`src/rtl/fp_pkg.sv`:
```
// Shared floating point package: format widths, rounding-mode encoding,
// exponent constants and the rounding-mode decoder.
// Optional feature macro: FPROUND_RMM_EN (round-to-nearest-max-magnitude).
package fp;

  localparam int FPWID = 32;
  localparam int MSB   = FPWID - 1;
  localparam int EMSB  = 7;
  localparam int FMSB  = 22;

  typedef enum logic [2:0] {
    RM_RNE = 3'd0,
    RM_RTZ = 3'd1,
    RM_RDN = 3'd2,
    RM_RUP = 3'd3,
    RM_RMM = 3'd4
  } rnd_mode_t;

  localparam logic [EMSB:0] EXP_ONES = {(EMSB+1){1'b1}};
  localparam logic [EMSB:0] EXP_MAXF = {{EMSB{1'b1}}, 1'b0};
  localparam logic [EMSB:0] EXP_ONE  = {{EMSB{1'b0}}, 1'b1};

  // Map the raw 3-bit mode onto a supported mode; unused codes fall back to RNE.
  function automatic rnd_mode_t decode_rm(input logic [2:0] rm);
    rnd_mode_t m;
    case (rm)
      3'd1:    m = RM_RTZ;
      3'd2:    m = RM_RDN;
      3'd3:    m = RM_RUP;
`ifdef FPROUND_RMM_EN
      3'd4:    m = RM_RMM;
`endif
      default: m = RM_RNE;
    endcase
    return m;
  endfunction

endpackage

```
`src/rtl/fp_round_dec.sv`:
```
// Combinational round-up decision from rounding mode, sign and the L/G/S bits.
// Optional feature macro: FPROUND_RMM_EN.
module fp_round_dec
  import fp::*;
(
  input  logic [2:0] rm,
  input  logic       sign,
  input  logic       l,
  input  logic       g,
  input  logic       s,
  output logic       rup
);

  // Select the increment condition for the decoded rounding mode.
  always_comb begin
    rup = 1'b0;
    case (decode_rm(rm))
      RM_RNE:  rup = g & (s | l);
      RM_RTZ:  rup = 1'b0;
      RM_RDN:  rup = sign & (g | s);
      RM_RUP:  rup = ~sign & (g | s);
`ifdef FPROUND_RMM_EN
      RM_RMM:  rup = g;
`endif
      default: rup = 1'b0;
    endcase
  end

endmodule

```
`src/rtl/fp_round_pipe.sv`:
```
// Three-stage IEEE 754 rounding pipeline fed by the normalizer.
// Optional feature macro: FPROUND_RMM_EN (rm=4 rounds to nearest, max magnitude).
// Handshake: valid-only. A beat is taken whenever valid_i=1 on a ce-enabled
// clock; there is no back-pressure. o and the flags are meaningful only while
// valid_o=1. ce=0 freezes every stage, including the valid shift register.
module fp_round_pipe
  import fp::*;
(
  input  logic           clk,
  input  logic           rst,
  input  logic           ce,
  input  logic           valid_i,
  input  logic [2:0]     rm,
  input  logic [MSB+3:0] i,
  input  logic           under_i,
  input  logic           inexact_i,
  output logic [MSB:0]   o,
  output logic           valid_o,
  output logic           overflow_o,
  output logic           underflow_o,
  output logic           inexact_o
);

  // Input field split.
  logic            in_sign;
  logic [EMSB:0]   in_exp;
  logic [FMSB+1:0] in_man;
  logic            in_g, in_s, in_rup;

  assign in_sign = i[MSB+3];
  assign in_exp  = i[MSB+2:FMSB+4];
  assign in_man  = i[FMSB+3:2];
  assign in_g    = i[1];
  assign in_s    = i[0];

  fp_round_dec u_dec (
    .rm   (rm),
    .sign (in_sign),
    .l    (i[2]),
    .g    (in_g),
    .s    (in_s),
    .rup  (in_rup)
  );

  // Stage 1 state.
  logic            s1_valid, s1_sign, s1_rup, s1_special, s1_gs, s1_under, s1_inex;
  logic [EMSB:0]   s1_exp;
  logic [FMSB+1:0] s1_man;
  rnd_mode_t       s1_mode;

  // Stage 2 state.
  logic            s2_valid, s2_sign, s2_special, s2_gs, s2_under, s2_inex;
  logic [EMSB:0]   s2_exp, s2_exp_p1;
  logic [FMSB+2:0] s2_sum;
  rnd_mode_t       s2_mode;

  // Stage 1: capture fields, decode mode, decide rounding, flag specials.
  always_ff @(posedge clk or posedge rst) begin
    if (rst) begin
      s1_valid <= 1'b0; s1_sign <= 1'b0; s1_rup <= 1'b0; s1_special <= 1'b0;
      s1_gs <= 1'b0; s1_under <= 1'b0; s1_inex <= 1'b0;
      s1_exp <= '0; s1_man <= '0; s1_mode <= RM_RNE;
    end else if (ce) begin
      s1_valid   <= valid_i;
      s1_sign    <= in_sign;
      s1_exp     <= in_exp;
      s1_man     <= in_man;
      s1_special <= (in_exp == EXP_ONES);
      // NaN/Inf never increments.
      s1_rup     <= in_rup & (in_exp != EXP_ONES);
      s1_gs      <= in_g | in_s;
      s1_under   <= under_i;
      s1_inex    <= inexact_i;
      s1_mode    <= decode_rm(rm);
    end
  end

  // Stage 2: mantissa increment with carry, exponent+1 candidate.
  always_ff @(posedge clk or posedge rst) begin
    if (rst) begin
      s2_valid <= 1'b0; s2_sign <= 1'b0; s2_special <= 1'b0; s2_gs <= 1'b0;
      s2_under <= 1'b0; s2_inex <= 1'b0;
      s2_exp <= '0; s2_exp_p1 <= '0; s2_sum <= '0; s2_mode <= RM_RNE;
    end else if (ce) begin
      s2_valid   <= s1_valid;
      s2_sign    <= s1_sign;
      s2_special <= s1_special;
      s2_gs      <= s1_gs;
      s2_under   <= s1_under;
      s2_inex    <= s1_inex;
      s2_exp     <= s1_exp;
      s2_exp_p1  <= s1_exp + EXP_ONE;
      s2_sum     <= {1'b0, s1_man} + {{(FMSB+2){1'b0}}, s1_rup};
      s2_mode    <= s1_mode;
    end
  end

  // Stage 3 combinational: exponent select, overflow substitution, flags.
  logic [EMSB:0] r_exp;
  logic [FMSB:0] r_frac;
  logic          r_ovf, r_inex, r_to_inf;

  always_comb begin
    r_exp    = s2_exp;
    r_frac   = s2_sum[FMSB:0];
    r_ovf    = 1'b0;
    r_to_inf = 1'b0;
    r_inex   = 1'b0;
    if (!s2_special) begin
      if (s2_sum[FMSB+2]) begin
        r_exp  = s2_exp_p1;
        r_frac = '0;
      end else if ((s2_exp == '0) && s2_sum[FMSB+1]) begin
        // Denormal rounded up into the smallest normal.
        r_exp = EXP_ONE;
      end
      r_ovf = (r_exp == EXP_ONES);
      case (s2_mode)
        RM_RNE:  r_to_inf = 1'b1;
        RM_RUP:  r_to_inf = ~s2_sign;
        RM_RDN:  r_to_inf = s2_sign;
`ifdef FPROUND_RMM_EN
        RM_RMM:  r_to_inf = 1'b1;
`endif
        default: r_to_inf = 1'b0;
      endcase
      if (r_ovf) begin
        if (r_to_inf) begin
          r_exp  = EXP_ONES;
          r_frac = '0;
        end else begin
          r_exp  = EXP_MAXF;
          r_frac = '1;
        end
      end
      r_inex = s2_inex | s2_gs | r_ovf;
    end
  end

  // Stage 3 register: packed result and flags.
  always_ff @(posedge clk or posedge rst) begin
    if (rst) begin
      valid_o <= 1'b0; o <= '0;
      overflow_o <= 1'b0; underflow_o <= 1'b0; inexact_o <= 1'b0;
    end else if (ce) begin
      valid_o     <= s2_valid;
      o           <= {s2_sign, r_exp, r_frac};
      overflow_o  <= r_ovf;
      inexact_o   <= r_inex;
      underflow_o <= s2_under & r_inex;
    end
  end

endmodule

```
`config.mk`:
```
export PLATFORM = sky130hd
export DESIGN_NAME = fp_round_pipe
export DESIGN_NICKNAME = d
export VERILOG_FILES = /design/src/rtl/fp_pkg.sv /design/src/rtl/fp_round_dec.sv /design/src/rtl/fp_round_pipe.sv
export SDC_FILE = /design/constraint.sdc
export NUM_CORES = 1
export LEC_CHECK = 0
export BUFFER_PORTS_ARGS = -buffer_cell sky130_fd_sc_hd__buf_4
export CORE_UTILIZATION = 40
export CTS_BUF_LIST = sky130_fd_sc_hd__clkbuf_8
export CTS_CLUSTER_DIAMETER = 50
export DETAILED_ROUTE_END_ITERATION = 8
export PLACE_DENSITY = 0.57
export REMOVE_ABC_BUFFERS = 1
export SLEW_MARGIN = 30
export SYNTH_ARGS = -nofsm -noshare
export SYNTH_HDL_FRONTEND = slang
export SYNTH_SLANG_ARGS = --single-unit
```
`constraint.sdc`:
```
create_clock -name clk -period 5.35 [get_ports clk]
set_input_delay 0.535 -clock clk [delete_from_list [all_inputs] [get_ports clk]]
set_output_delay 0.535 -clock clk [all_outputs]
set_load 0.005 [all_outputs]
```
== Word-level counts from Yosys, hierarchy flattened ==
Cells that the tools add are included.
Storage, ports and cells
  flip-flop bits (word level): 128
  output and inout bits: 36
  logic and storage cells: 68
Cells by class
  $add $sub $neg: 2
  equal/unequal tests: 10
  multiplexer cells: 16
  bitwise logic cells: 11
  reduce and logical (&&, ||, !) cells: 4
Operators with widths (number)
  two-way mux 23 bit: 4
  two-way mux 8 bit: 5
  adder 24 x 1 -> 25 bit: 1
  == test 8 bit, second input constant: 2
  == test 3 x 2 -> 1 bit, second input constant: 4
  adder 8 x 1 -> 8 bit, second input constant: 1
  logical NOT 8 bit: 1
  inequality test 8 bit, second input constant: 1
  logical NOT 3 bit: 2
  case mux 1 bit (3 select lines): 2
  case mux 2 bit (3 select lines): 1
  AND 1 bit: 5
  == test 2 bit, second input constant: 2
  two-way mux 1 bit: 4
  OR 1 bit: 4
  == test 3 x 1 -> 1 bit, second input constant: 1
  inverter 1 bit: 2
  logical AND 1 bit: 1

== Longest topological paths before layout ==
Gate-level depths: netlist (run 1).
  word-level depth: 9
  mapped depth: 7
  mapped depth without buffers: 7

== By module ==
Synthesis (run 1) repeated with hierarchy kept, for this count alone.
Second synthesis, totals
  cell total of the unflattened synthesis: 491
  area, all modules: 5868.1 um^2
By module, submodules not included
  fp_round_pipe: times used 1, cells each 485, area each 5820.6 um^2, sequential area each 3153.0 um^2
  fp_round_dec: times used 1, cells each 6, area each 47.5 um^2, sequential area each 0.0 um^2

== Least setup slack after synthesis (run 1) ==
No wires, ideal clock.
  path kind: input-to-reg
  start: input port ce
  end: register s1_exp[0]
  library setup time: 0.128 ns
  arrival time: 1.521 ns
  data required time: 5.222 ns
  path slack: 3.701 ns
  stages on the path: 4
  buffers on the path: 3
  cells stage by stage: buf_4 > clkbuf_1 > buf_2 > mux2_1
RTL lines
  from (decl): line fp_round_pipe.sv:11  | input logic ce,
  to (signal assigned): line fp_round_pipe.sv:66  | s1_exp <= in_exp;
  to (decl): line fp_round_pipe.sv:47  | logic [EMSB:0] s1_exp;
No word-level cell between the ends.

==> qor.yml, run 1 <==
avgSynthCellArea_sq_um: 11.8
pwr-share-clk_pct: 30.2
internal_power_mw: 1.63
cp_top_family: "buffers and inverters"
die_area_sq_um: 15000
irDropWorstVdd_mv: 0.147
layout_setup_ws_ns: 2.75
fin_setup_tns_ns: 0
grt_pass1_wl_mm: 20.6
ant_nets: 0
fp.dieW_um: 122
via_count: 3931
yosys_most_used_dff: "dfrtp_1"
cp_num_buf_inv: 3
hold_ws_ns: 0.207
crit_path_start_kind: "input port"
globalplace.congestion: 0.750
syn2layout_area_growth_pct: 17.7
stdcell_area_sq_um: 6810
cts-root-buf: "clkbuf_8"
routed.top_layer: "met4"
cts_tree: "done"
switchingPower_mw: 0.605
fp-row-count: 43
layout_commonest_cell: "dfrtp_1"
wl_mm: 12.2
worstMarginPinSlew_ns: 0.870
fin_util_pct: 48.7
drv_slew: 0
rsz0062_at_grt: "false"
grt_max_degree: 79
die_h_um: 122
ys_seq_area_share_pct: 54.5
clk_pin_slew_worst_paths_ns: 0.06
crit_fanout: 78
hpwl_mm: 8.19
via_per_inst: 5.21
grt_overflow: 0
holdBufCountCts: 0
wl_met2_mm: 5.68
drive_gt1_share_pct: 31.9
clock_latency_ns: 0.42
ys_ff_latch: 126
cts_buffers: 17
cpPeakStageDelay_ns: 0.71
worstSetupEndpointType: "flop"
seq_power_share_pct: 53.3
drt-initial-drc-count: 164
path_cells: "buf_4 -> inv_2 -> a211oi_4 -> buf_6 -> nand2_1 -> nand3_1"
comb_power_share_pct: 16.4
final.min_clock_period_ns: 2.60
ctsLongestPathBuffers: 2
yosys.area.top_type: "dfrtp_1"
io_pins: 80
postCtsSetupBuffers: 0
crit_type: "in2reg"
skew_ns: 0.00549
dpl_worst_slack_ns: 2.30
start_util_pct: 41.4
max-slew-margin-rel_pct: 42.0
drc: 0
synth_edf_count: 0
finalSetupViolCount: 0
syn_area_sq_um: 5790
min_period_over_period_pct: 48.5
yosysWarnings: 0
dp_cells: 727
diodes: 0
numPortBuffers: 79
final_cell_count_no_fill: 754
async_reset_ff_share_pct: 100
met1_length_mm: 5.87
routed-wl-met3_um: 428
grt_pass1_vias: 3991
grtUsageTotal_pct: 18.1
wire_per_inst_um: 16.2
fmaxAchievable_ghz: 0.385
ys_types: 53
coreArea_sq_um: 14000
p_leak_nw: 2.98
ys_top_cells_by_area: "dfrtp_1, mux2_2, mux2_1"
syn_inst: 491
sw_frac_of_total_pct: 27.1
cp.arrival_ns: 2.94
hold_class: "in2async"
cts_sinks: 126
p_per_area_nw_per_um2: 328
cpMaxStageDelayCell: "a211oi_4"
p_total_mw: 2.23
ctsHtreeMaxLevel: 4
num-nets-final: 613
cts_resized: 0
post_dp_cell_area_sq_um: 6500
hold_viol_final: 0
cp.required_ns: 5.69
first_pass_iters: 4
mostFrequentLayoutCells: "dfrtp_1, buf_4, nor2_1"
yosys.area.top_type_share_pct: 54.5
status: "finished, final reports clean"
cap_violations: 0
antenna_found_initial: 0
-- final cells by class --
class | instances | area [sq um]
clock buffer | 21 | 289
clock inverter | 6 | 25.0
fill | 1315 | 7180
inverter | 7 | 31.3
multi-input combinational | 331 | 2460
sequential | 126 | 3150
tap | 180 | 225
timing repair buffer | 83 | 627
-- layer usage --
| metal | GRT usage (%) | vias to the layer above |
|---|---|---|
| met4 | 8.08 | 0 |
| met2 | 26.8 | 76 |
| met1 | 25.6 | 1936 |
| met3 | 3.67 | 18 |
| li1 | - | 1901 |
| met5 | 0 | - |
-- logic make-up after synthesis --
family | count (synthesis) | synth area share [%]
buf+inv | 34 | 2.98
compound gates | 79 | 10.5
simple gates | 156 | 14.7
flops | 126 | 54.5
fa+ha+maj | 3 | 0.649
mux | 66 | 12.6
xor+xnor | 27 | 4.09
-- power groups by stage --
| stage | Combinational, mW | Sequential (mW) | Clock [mW] |
|---|---|---|---|
| finish | 0.367 | 1.19 | 0.675 |
| global placement | 0.363 | 1.20 | 0 |
| detailed placement | 0.374 | 1.21 | 0 |
| floorplan | 0.213 | 1.18 | 0 |
| CTS | 0.375 | 1.19 | 0.703 |
| global route | 0.414 | 1.21 | 0.742 |
-- synth_stat cells, types with 3 or more instances --
master,number
nand3_2,10
a22oi_1,14
and3_1,4
o21ai_1,4
xnor2_1,9
a21oi_1,33
buf_1,6
dfrtp_1,126
clkbuf_1,8
xor2_1,18
buf_2,6
ha_1,3
mux2i_1,10
nor2_1,46
mux2_1,16
mux2_2,40
nand2_1,40
a21oi_2,3
a22oi_2,9
nand4_1,9
buf_6,3
inv_1,6
nand3_1,27
buf_4,4
-- sequential cells by signal, summed over array words and instances, names as in the netlist, 2 cells and up --
register   flops
o             32
s1_exp         8
s2_exp_p1      8
s1_mode        2
s2_exp         8
s1_man        24
s2_sum        25
s2_mode        2
-- worst paths after layout --
check | startpoint | endpoint | slack (ns) | depth (start not counted)
max in group asynchronous | rst | o[0] | 4.02 | 3
worst max-delay path | ce | o[12] | 2.75 | 6
min in group clk | i[16] | s1_man[14] | 0.33 | 2
worst min register to register | s1_exp[5] | s2_exp_p1[5] | 0.47 | 1
worst min-delay path | rst | s1_inex | 0.21 | 2
worst max register to register | s2_sum[24] | o[12] | 3.25 | 6
Note: power is estimated with default switching activity, not from simulation.
==> run 2: changes to the inputs <==
Clock period 5.35 ns to 2.4 ns, I/O delays scaled along.
==> qor.yml, run 2 (synthesized netlist as in run 1, its figures left out) <==
layout_setup_ws_ns: 0.434
largest_reg_flops: 32
io_pins: 80
clk_pin_slew_worst_paths_ns: 0.07
cts_sinks: 126
multiInputGateArea_sq_um: 2460
max-slew-margin-rel_pct: 57.1
hold_ws_ns: 0.0337
drc: 0
fmaxAchievable_ghz: 0.509
grtUsageTotal_pct: 19.3
min_period_over_period_pct: 81.9
layout_commonest_cell: "dfrtp_1"
numPortBuffers: 79
clock_latency_ns: 0.45
start_util_pct: 41.4
cap_violations: 0
reg.largest.list: "o: 32 flops, s2_sum: 25 flops, s1_man: 24 flops"
coreArea_sq_um: 14000
post_dp_cell_area_sq_um: 6580
num-nets-final: 651
cts_buffers: 17
hold_class: "in2reg"
diodes: 0
die_h_um: 122
cp.arrival_ns: 2.34
top_register: "o"
status: "finished, final reports clean"
crit_fanout: 23
mostFrequentLayoutCells: "dfrtp_1, buf_4, nor2_1"
ant_nets: 0
wl_mm: 13.0
grt_overflow: 0
drive_gt1_share_pct: 31.8
dpl_worst_slack_ns: 0.420
via_per_inst: 5.12
crit_type: "reg2reg"
cts-root-buf: "clkbuf_8"
fin_util_pct: 52.0
antenna_found_initial: 0
finalSetupViolCount: 0
postCtsSetupBuffers: 0
first_pass_iters: 4
wire_per_inst_um: 16.3
skew_ns: 0.0104
die_area_sq_um: 15000
syn2layout_area_growth_pct: 25.6
fill_cells: 1329
p_total_mw: 5.40
crit_path_start_kind: "flop"
fp.dieW_um: 122
final.min_clock_period_ns: 1.97
grt_max_degree: 56
regArea_sq_um: 3150
stdcell_area_sq_um: 7270
fp-row-count: 43
drt-initial-drc-count: 190
worstSetupEndpointType: "flop"
grt_pass1_wl_mm: 21.7
cts_tree: "done"
hpwl_mm: 8.81
cp.required_ns: 2.77
worstMarginPinSlew_ns: 0.642
irDropWorstVdd_mv: 0.409
grt_pass1_vias: 4222
p_per_area_nw_per_um2: 743
ctsLongestPathBuffers: 2
rsz0062_at_grt: "false"
globalplace.congestion: 0.782
hold_viol_final: 0
ctsHtreeMaxLevel: 4
drv_slew: 0
p_leak_nw: 3.19
via_count: 4079
run 2: changes by cell type in the layout (fill, tap and decap cells not counted), sizes merged:
cell | previous run | this run
dlygate4sd3 | 0 | 29
buf | 83 | 92
bufinv | 0 | 3
clkinv | 2 | 4
clkbuf | 21 | 20
run 2: through the flow:
step                      TNS [ns]  cells
after floorplan            -150.69    464
after global placement           0    735
after detailed placement         0    736
after CTS                        0    795
after global routing             0    796
final                            0    796
run 2: timing repair:
| item | CTS | global route |
|---|---|---|
| hold endpoints to repair | 47 | 1 |
| resized for setup | 0 | 0 |
| hold buffers | 28 | 1 |
run 2: area by class of cell:
cell class / count / share of cell area, %
clock buffers: 20 / 3.79
clock inverters: 11 / 1.72
inverters: 7 / 0.396
multi-input cells: 331 / 33.9
flip-flops and latches: 126 / 43.4
well taps: 180 / 3.10
repair buffers: 121 / 13.8
run 2: power by group:
part | switching (mW) | internal (mW) | total [mW]
Sequential | 0.252 | 2.41 | 2.66
Combinational | 0.388 | 0.491 | 0.879
Clock | 0.787 | 1.08 | 1.87
Total | 1.43 | 3.98 | 5.40
run 2: critical path, stage by stage, from the launching register on:
cell	delay, ns
dfrtp_1	0.40
nor4_1	0.31
and4b_2	0.35
o31ai_4	0.09
nand4b_4	0.51
nand3_1	0.23
run 2: worst paths after layout:
kind | start | end | slack [ns] | cells past startpoint
max | s2_exp[1] | o[0] | 0.43 | 5
min | i[8] | s1_man[6] | 0.03 | 2
max reg2reg | s2_exp[1] | o[0] | 0.43 | 5
min reg2reg | s2_under | underflow_o | 0.49 | 1
max in group asynchronous | rst | o[9] | 1.40 | 4
min in group asynchronous | rst | s1_exp[3] | 0.31 | 3
run 2: layer usage:
layer	wire, um	vias up	global-route usage, %
met3	540	18	5.30
met1	6060	2015	25.8
met2	6150	74	29.6
met5	0	-	0
met4	253	0	7.70
li1	-	1972	-
